### config.mk
export PLATFORM = sky130hd
export DESIGN_NAME = hilo_mult_unit_flat
export DESIGN_NICKNAME = d
export VERILOG_FILES = /design/src/rtl/hilo_mult_unit_if.sv /design/src/rtl/hilo_mult_unit.sv /design/src/flat_wrapper.sv
export SDC_FILE = /design/constraint.sdc
export NUM_CORES = 1
export LEC_CHECK = 0
export CORE_MARGIN = 5
export CORE_UTILIZATION = 25
export DETAILED_ROUTE_END_ITERATION = 12
export DONT_BUFFER_PORTS = 1
export PLACE_DENSITY = 0.47
export SYNTH_ARGS = -nofsm -noshare
export SYNTH_HDL_FRONTEND = slang
export SYNTH_SLANG_ARGS = --single-unit
export TNS_END_PERCENT = 1
### constraint.sdc
create_clock -name clk -period 5.4 [get_ports clk]
set_input_delay 1.08 -clock clk [delete_from_list [all_inputs] [get_ports clk]]
set_output_delay 1.08 -clock clk [all_outputs]
set_load 0.03 [all_outputs]
### src/rtl/hilo_mult_unit_if.sv
// Execute-stage request/response bundle between the control unit and the HI/LO multiply unit.
interface hilo_mult_unit_if #(
    parameter int unsigned WIDTH = 32
);
    logic             enhilo_EX;
    logic             signed_EX;
    logic [WIDTH-1:0] opa_EX;
    logic [WIDTH-1:0] opb_EX;
    logic [1:0]       regsel_EX;
    logic [WIDTH-1:0] hilo_rdata_EX;
    logic             busy;
    logic             stall_EX;
    logic             done;

    modport master (
        output enhilo_EX, signed_EX, opa_EX, opb_EX, regsel_EX,
        input  hilo_rdata_EX, busy, stall_EX, done
    );

    modport slave (
        input  enhilo_EX, signed_EX, opa_EX, opb_EX, regsel_EX,
        output hilo_rdata_EX, busy, stall_EX, done
    );
endinterface

### src/rtl/hilo_mult_unit.sv
// Shift-add multiplier (one multiplier bit per clock) with HI/LO result registers
// and mfhi/mflo read port; stalls EX while a request cannot be served.
module hilo_mult_unit #(
    parameter int unsigned WIDTH = 32
) (
    input  logic          clk,
    input  logic          rst,
    hilo_mult_unit_if.slave bus
);
    localparam int unsigned PW = 2 * WIDTH;
    localparam int unsigned CW = (WIDTH > 1) ? $clog2(WIDTH) : 1;

    typedef enum logic [1:0] {IDLE, MUL, FIX} state_t;

    state_t           state_q, state_d;
    logic [PW-1:0]    acc_q, acc_d;
    logic [PW-1:0]    mcand_q, mcand_d;
    logic [WIDTH-1:0] mplier_q, mplier_d;
    logic [WIDTH-1:0] hi_q, hi_d, lo_q, lo_d;
    logic [CW-1:0]    cnt_q, cnt_d;
    logic             neg_q, neg_d;
    logic             done_q, done_d;

    logic [WIDTH-1:0] mag_a, mag_b;
    logic [PW-1:0]    prod;
    logic             busy;

    // Operand magnitudes; the most negative value maps to its unsigned magnitude.
    always_comb begin
        mag_a = (bus.signed_EX && bus.opa_EX[WIDTH-1]) ? (~bus.opa_EX + WIDTH'(1)) : bus.opa_EX;
        mag_b = (bus.signed_EX && bus.opb_EX[WIDTH-1]) ? (~bus.opb_EX + WIDTH'(1)) : bus.opb_EX;
        prod  = neg_q ? (~acc_q + PW'(1)) : acc_q;
    end

    always_comb begin
        state_d  = state_q;
        acc_d    = acc_q;
        mcand_d  = mcand_q;
        mplier_d = mplier_q;
        hi_d     = hi_q;
        lo_d     = lo_q;
        cnt_d    = cnt_q;
        neg_d    = neg_q;
        done_d   = 1'b0;
        unique case (state_q)
            IDLE: begin
                if (bus.enhilo_EX) begin
                    mcand_d  = {{WIDTH{1'b0}}, mag_a};
                    mplier_d = mag_b;
                    neg_d    = bus.signed_EX & (bus.opa_EX[WIDTH-1] ^ bus.opb_EX[WIDTH-1]);
                    acc_d    = '0;
                    cnt_d    = '0;
                    state_d  = MUL;
                end
            end
            MUL: begin
                if (mplier_q[cnt_q]) begin
                    acc_d = acc_q + (mcand_q << cnt_q);
                end
                if (cnt_q == CW'(WIDTH - 1)) begin
                    cnt_d   = '0;
                    state_d = FIX;
                end else begin
                    cnt_d = cnt_q + CW'(1);
                end
            end
            FIX: begin
                hi_d    = prod[PW-1:WIDTH];
                lo_d    = prod[WIDTH-1:0];
                done_d  = 1'b1;
                state_d = IDLE;
            end
            default: state_d = IDLE;
        endcase
    end

    always_ff @(posedge clk or negedge rst) begin
        if (!rst) begin
            state_q  <= IDLE;
            acc_q    <= '0;
            mcand_q  <= '0;
            mplier_q <= '0;
            hi_q     <= '0;
            lo_q     <= '0;
            cnt_q    <= '0;
            neg_q    <= 1'b0;
            done_q   <= 1'b0;
        end else begin
            state_q  <= state_d;
            acc_q    <= acc_d;
            mcand_q  <= mcand_d;
            mplier_q <= mplier_d;
            hi_q     <= hi_d;
            lo_q     <= lo_d;
            cnt_q    <= cnt_d;
            neg_q    <= neg_d;
            done_q   <= done_d;
        end
    end

    // Reads always show the committed HI/LO; they are held off while busy via stall_EX.
    assign busy     = (state_q != IDLE);
    assign bus.busy = busy;
    assign bus.done = done_q;
    assign bus.stall_EX = busy & (bus.enhilo_EX | (bus.regsel_EX == 2'd1) | (bus.regsel_EX == 2'd2));
    assign bus.hilo_rdata_EX = (bus.regsel_EX == 2'd1) ? hi_q :
                               (bus.regsel_EX == 2'd2) ? lo_q : '0;
endmodule

### src/flat_wrapper.sv
// flat-port wrapper written by rule: the top's interface ports become plain ports
module hilo_mult_unit_flat 
#(
    parameter int unsigned WIDTH = 32
)
  (clk, rst, bus_enhilo_EX, bus_signed_EX, bus_opa_EX, bus_opb_EX, bus_regsel_EX, bus_hilo_rdata_EX, bus_busy, bus_stall_EX, bus_done);
  hilo_mult_unit_if #(.WIDTH(WIDTH)) bus_i ();
  input  logic clk;
  input  logic rst;
  input wire logic [$bits(bus_i.enhilo_EX)-1:0] bus_enhilo_EX;
  input wire logic [$bits(bus_i.signed_EX)-1:0] bus_signed_EX;
  input wire logic [$bits(bus_i.opa_EX)-1:0] bus_opa_EX;
  input wire logic [$bits(bus_i.opb_EX)-1:0] bus_opb_EX;
  input wire logic [$bits(bus_i.regsel_EX)-1:0] bus_regsel_EX;
  output wire logic [$bits(bus_i.hilo_rdata_EX)-1:0] bus_hilo_rdata_EX;
  output wire logic [$bits(bus_i.busy)-1:0] bus_busy;
  output wire logic [$bits(bus_i.stall_EX)-1:0] bus_stall_EX;
  output wire logic [$bits(bus_i.done)-1:0] bus_done;
  assign bus_i.enhilo_EX = bus_enhilo_EX;
  assign bus_i.signed_EX = bus_signed_EX;
  assign bus_i.opa_EX = bus_opa_EX;
  assign bus_i.opb_EX = bus_opb_EX;
  assign bus_i.regsel_EX = bus_regsel_EX;
  assign bus_hilo_rdata_EX = bus_i.hilo_rdata_EX;
  assign bus_busy = bus_i.busy;
  assign bus_stall_EX = bus_i.stall_EX;
  assign bus_done = bus_i.done;
  hilo_mult_unit #(.WIDTH(WIDTH)) u_core (.clk(clk), .rst(rst), .bus(bus_i));
endmodule
==> impl_metrics.csv <==
group,metric,value,unit
run_status,status,"finished, final reports clean",
timing,rsz0062_at_grt,"no",
grt,grt_pass1_vias,14180,
grt,antenna_found_initial,0,
clocking,cts_hold_buf,0,
clocking,clock_latency,560,ps
floorplan,die_w,264.2,um
worst_hold_path,hold_class,"primary input to async pin",
timing,hold_viol_final,0,
synth,synth_area,0.01616,mm^2
clocking,cts_tree,"yes",
timing,setup_viol,0,
clocking,htree_levels,1,
synth,synth_ff_type,"dfrtp_1",
worst_setup_path,cp_cell_sequence,"mux2_2 -> o21ai_0 -> inv_1 -> mux2i_1 -> nand2_1 -> o21ai_0 -> nor2_1 -> ha_1 -> nand2_1 -> nor3_1 -> a32oi_1 -> o21a_1 -> nand3_1 -> o2111ai_1 -> a2111oi_1 -> buf_4 -> nor3_1 -> o31ai_1",
place,portBuffers,0,
detailed_routing,drt-total-wl,56.63,mm
worst_setup_path,crit_path_end_kind,"flip-flop",
worst_setup_path,cp-start-kind,"flip-flop",
detailed_routing,drc_errors,0,
grt,grt_use_met2,0.2373,
detailed_routing,ant_nets,0,
worst_setup_path,reg2reg_from,"u_core.cnt_q[0]$_DFFE_PN0P_",
worst_setup_path,max_stage_delay,520,ps
synth,synth_edf_count,0,
layout,fin_nets,2070,
grt,grt_most_used_layer,"met2",
worst_setup_path,crit_path_top_delay_cell,"a2111oi_1",
grt,grtUsageMet3,0.02617,
layout,layout_commonest_cell,"nand2_1",
grt,gr-total-overflow,0,
clocking,clockBufferDepth,3,
synth,yosysSeqAreaShare,0.3112,
synth,avgSynthCellArea,8.187,um^2
layout,fill_cells,6984,
layout,stdcell_count,2805,
flow_run,maxCapViolations,0,
worst_setup_path,reg2reg_slack,310,ps
layout,drive_gt1_frac,0.08872,
timing,max_freq,196.3,MHz
worst_setup_path,cp.required,5860,ps
timing,fin_crit,5094,ps
layout,area_delta_synth_final,12.24,%
floorplan,core_area,0.06423,mm^2
timing,finalMaxSlewViolations,0,
worst_setup_path,crit_buf_inv,2,
timing,timing.final.crit_share,0.9433,
worst_setup_path,cp_max_fo,9,
grt,grt_pass1_wl,86.83,mm
floorplan,start_util,0.2516,
floorplan,ioPinCount,105,
clocking,path_clk_slew,60,ps
clocking,cts.sinks,201,
place,hpwl,44.99,mm
worst_setup_path,path_class,"flip-flop to flip-flop",
clocking,postCtsSetupBuffers,0,
grt,grt_util_met1,0.2347,
synth,async_flop_share,1.000,
floorplan,die_area,0.06983,mm^2
timing,tightest_slew,1100,ps
clocking,cts_buffers,26,
place,placed_cells,2758,
floorplan,chipHeight,264.2,um
timing,fin_setup_tns,0,ps
synth,ys_warn_count,0,
detailed_routing,drt_first_iter_violations,997,
detailed_routing,firstDrtPassIters,6,
detailed_routing,num_vias,14520,
timing,fin_worst_skew,11.50,ps
grt,grt_max_degree,202,
clocking,ctsRootBufferMaster,"clkbuf_16",
detailed_routing,vias_per_cell,5.176,
grt,grt_usage,0.1551,
layout,num_antenna_cells,0,
worst_setup_path,r2r_cells,18,
synth,syn_nets,2113,
synth,ys_ff_latch,201,
timing,slew_headroom,0.2663,
layout,final_cell_mix,"nand2_1, o21ai_0, dfrtp_1, a21oi_1, nor2_1",
floorplan,placementRows,93,
synth,ys_types,70,
worst_setup_path,rr_endpoint,"u_core.acc_q[61]$_DFFE_PN0P_",
detailed_routing,routedWlPerCell,20.19,um
worst_setup_path,arrival,5550,ps
place,gp_congestion,0.9323,
synth,synthCells,1974,
worst_setup_path,cp_top_family,"compound AO/OA/AOI/OAI gates",
synth_stat cells, types with 38 or more instances:
master	n	share of area
nand2_1	317	0.074
o21ai_0	246	0.076
dfrtp_1	201	0.31
a21oi_1	124	0.038
nor2_1	119	0.028
clkbuf_1	104	0.024
xor2_1	101	0.055
xnor2_1	71	0.038
ha_1	68	0.053
inv_1	45	0.010
mux2i_1	43	0.027
o31ai_1	43	0.020
nor3_1	38	0.012
per-stage QoR:
step	utilization	hold slack [ps]	instance area, um^2	setup WS, ps
after floorplan	-	440.7	16160	204.2
after global placement	0.2682	459.6	17230	300.4
after detailed placement	0.2682	471.5	17230	274.4
after CTS	0.2824	200.8	18140	264.8
after global routing	0.2824	201.0	18140	66.38
final	0.2824	224.8	18140	306.1
sequential cells by signal, summed over array words and instances, names as in the netlist:
| name | count |
|---|---|
| u_core.acc_q | 64 |
| u_core.bus.done | 1 |
| u_core.cnt_q | 5 |
| u_core.hi_q | 32 |
| u_core.lo_q | 32 |
| u_core.mcand_q | 32 |
| u_core.mplier_q | 32 |
| u_core.neg_q | 1 |
| u_core.state_q | 2 |
worst max path at each step:
| stage | from | end | cells after the start |
|---|---|---|---|
| floorplan | u_core.cnt_q[0]$_DFFE_PN0P_ | u_core.acc_q[58]$_DFFE_PN0P_ | 20 |
| global placement | u_core.cnt_q[0]$_DFFE_PN0P_ | u_core.acc_q[61]$_DFFE_PN0P_ | 18 |
| detailed placement | u_core.cnt_q[0]$_DFFE_PN0P_ | u_core.acc_q[61]$_DFFE_PN0P_ | 18 |
| CTS | u_core.cnt_q[0]$_DFFE_PN0P_ | u_core.acc_q[61]$_DFFE_PN0P_ | 18 |
| global route | u_core.cnt_q[0]$_DFFE_PN0P_ | u_core.acc_q[61]$_DFFE_PN0P_ | 18 |
| finish | u_core.cnt_q[0]$_DFFE_PN0P_ | u_core.acc_q[61]$_DFFE_PN0P_ | 18 |
metal layers:
metal,vias to the layer above,share of wire
met4,0,0.015
met3,48,0.059
li1,7093,-
met2,394,0.43
met5,-,0
met1,6984,0.50
logic make-up after synthesis:
logic type	share of synthesized area
muxes	0.08168
and+or+nand+nor	0.1880
AOI/OAI and AO/OA	0.2322
adders and majority gates	0.05389
DFF	0.3112
buffers and inverters	0.03979
xor gates and xnor gates	0.09322
area by class of cell:
cell class                      instances  area, um^2  area share
Multi-Input combinational cell       1602       10520      0.5799
Sequential cell                       201        5035      0.2776
Tap cell                              855        1070     0.05898
Clock buffer                           33       716.9     0.03953
Timing Repair Buffer                   54       430.4     0.02373
Clock inverter                         14       195.2     0.01076
Inverter                               46       172.7    0.009519
worst register-to-register path, stage by stage (launching register included):
cell       delay (ps)
dfrtp_2           490
mux2_2            390
o21ai_0           380
inv_1             110
mux2i_1           370
nand2_1            90
o21ai_0           150
nor2_1            130
ha_1              480
nand2_1           160
nor3_1            380
a32oi_1           240
o21a_1            240
nand3_1           170
o2111ai_1         260
a2111oi_1         520
buf_4             190
nor3_1             40
o31ai_1           200
what timing repair did:
action / in CTS / in global routing
endpoints found under the setup margin: 0 / 1
resized for setup: 0 / 2
hold endpoints to repair: 0 / 0
Power is left out: the tool's default activity adds up to more than one toggle a clock period on the data nets, which glitch-free logic cannot reach.
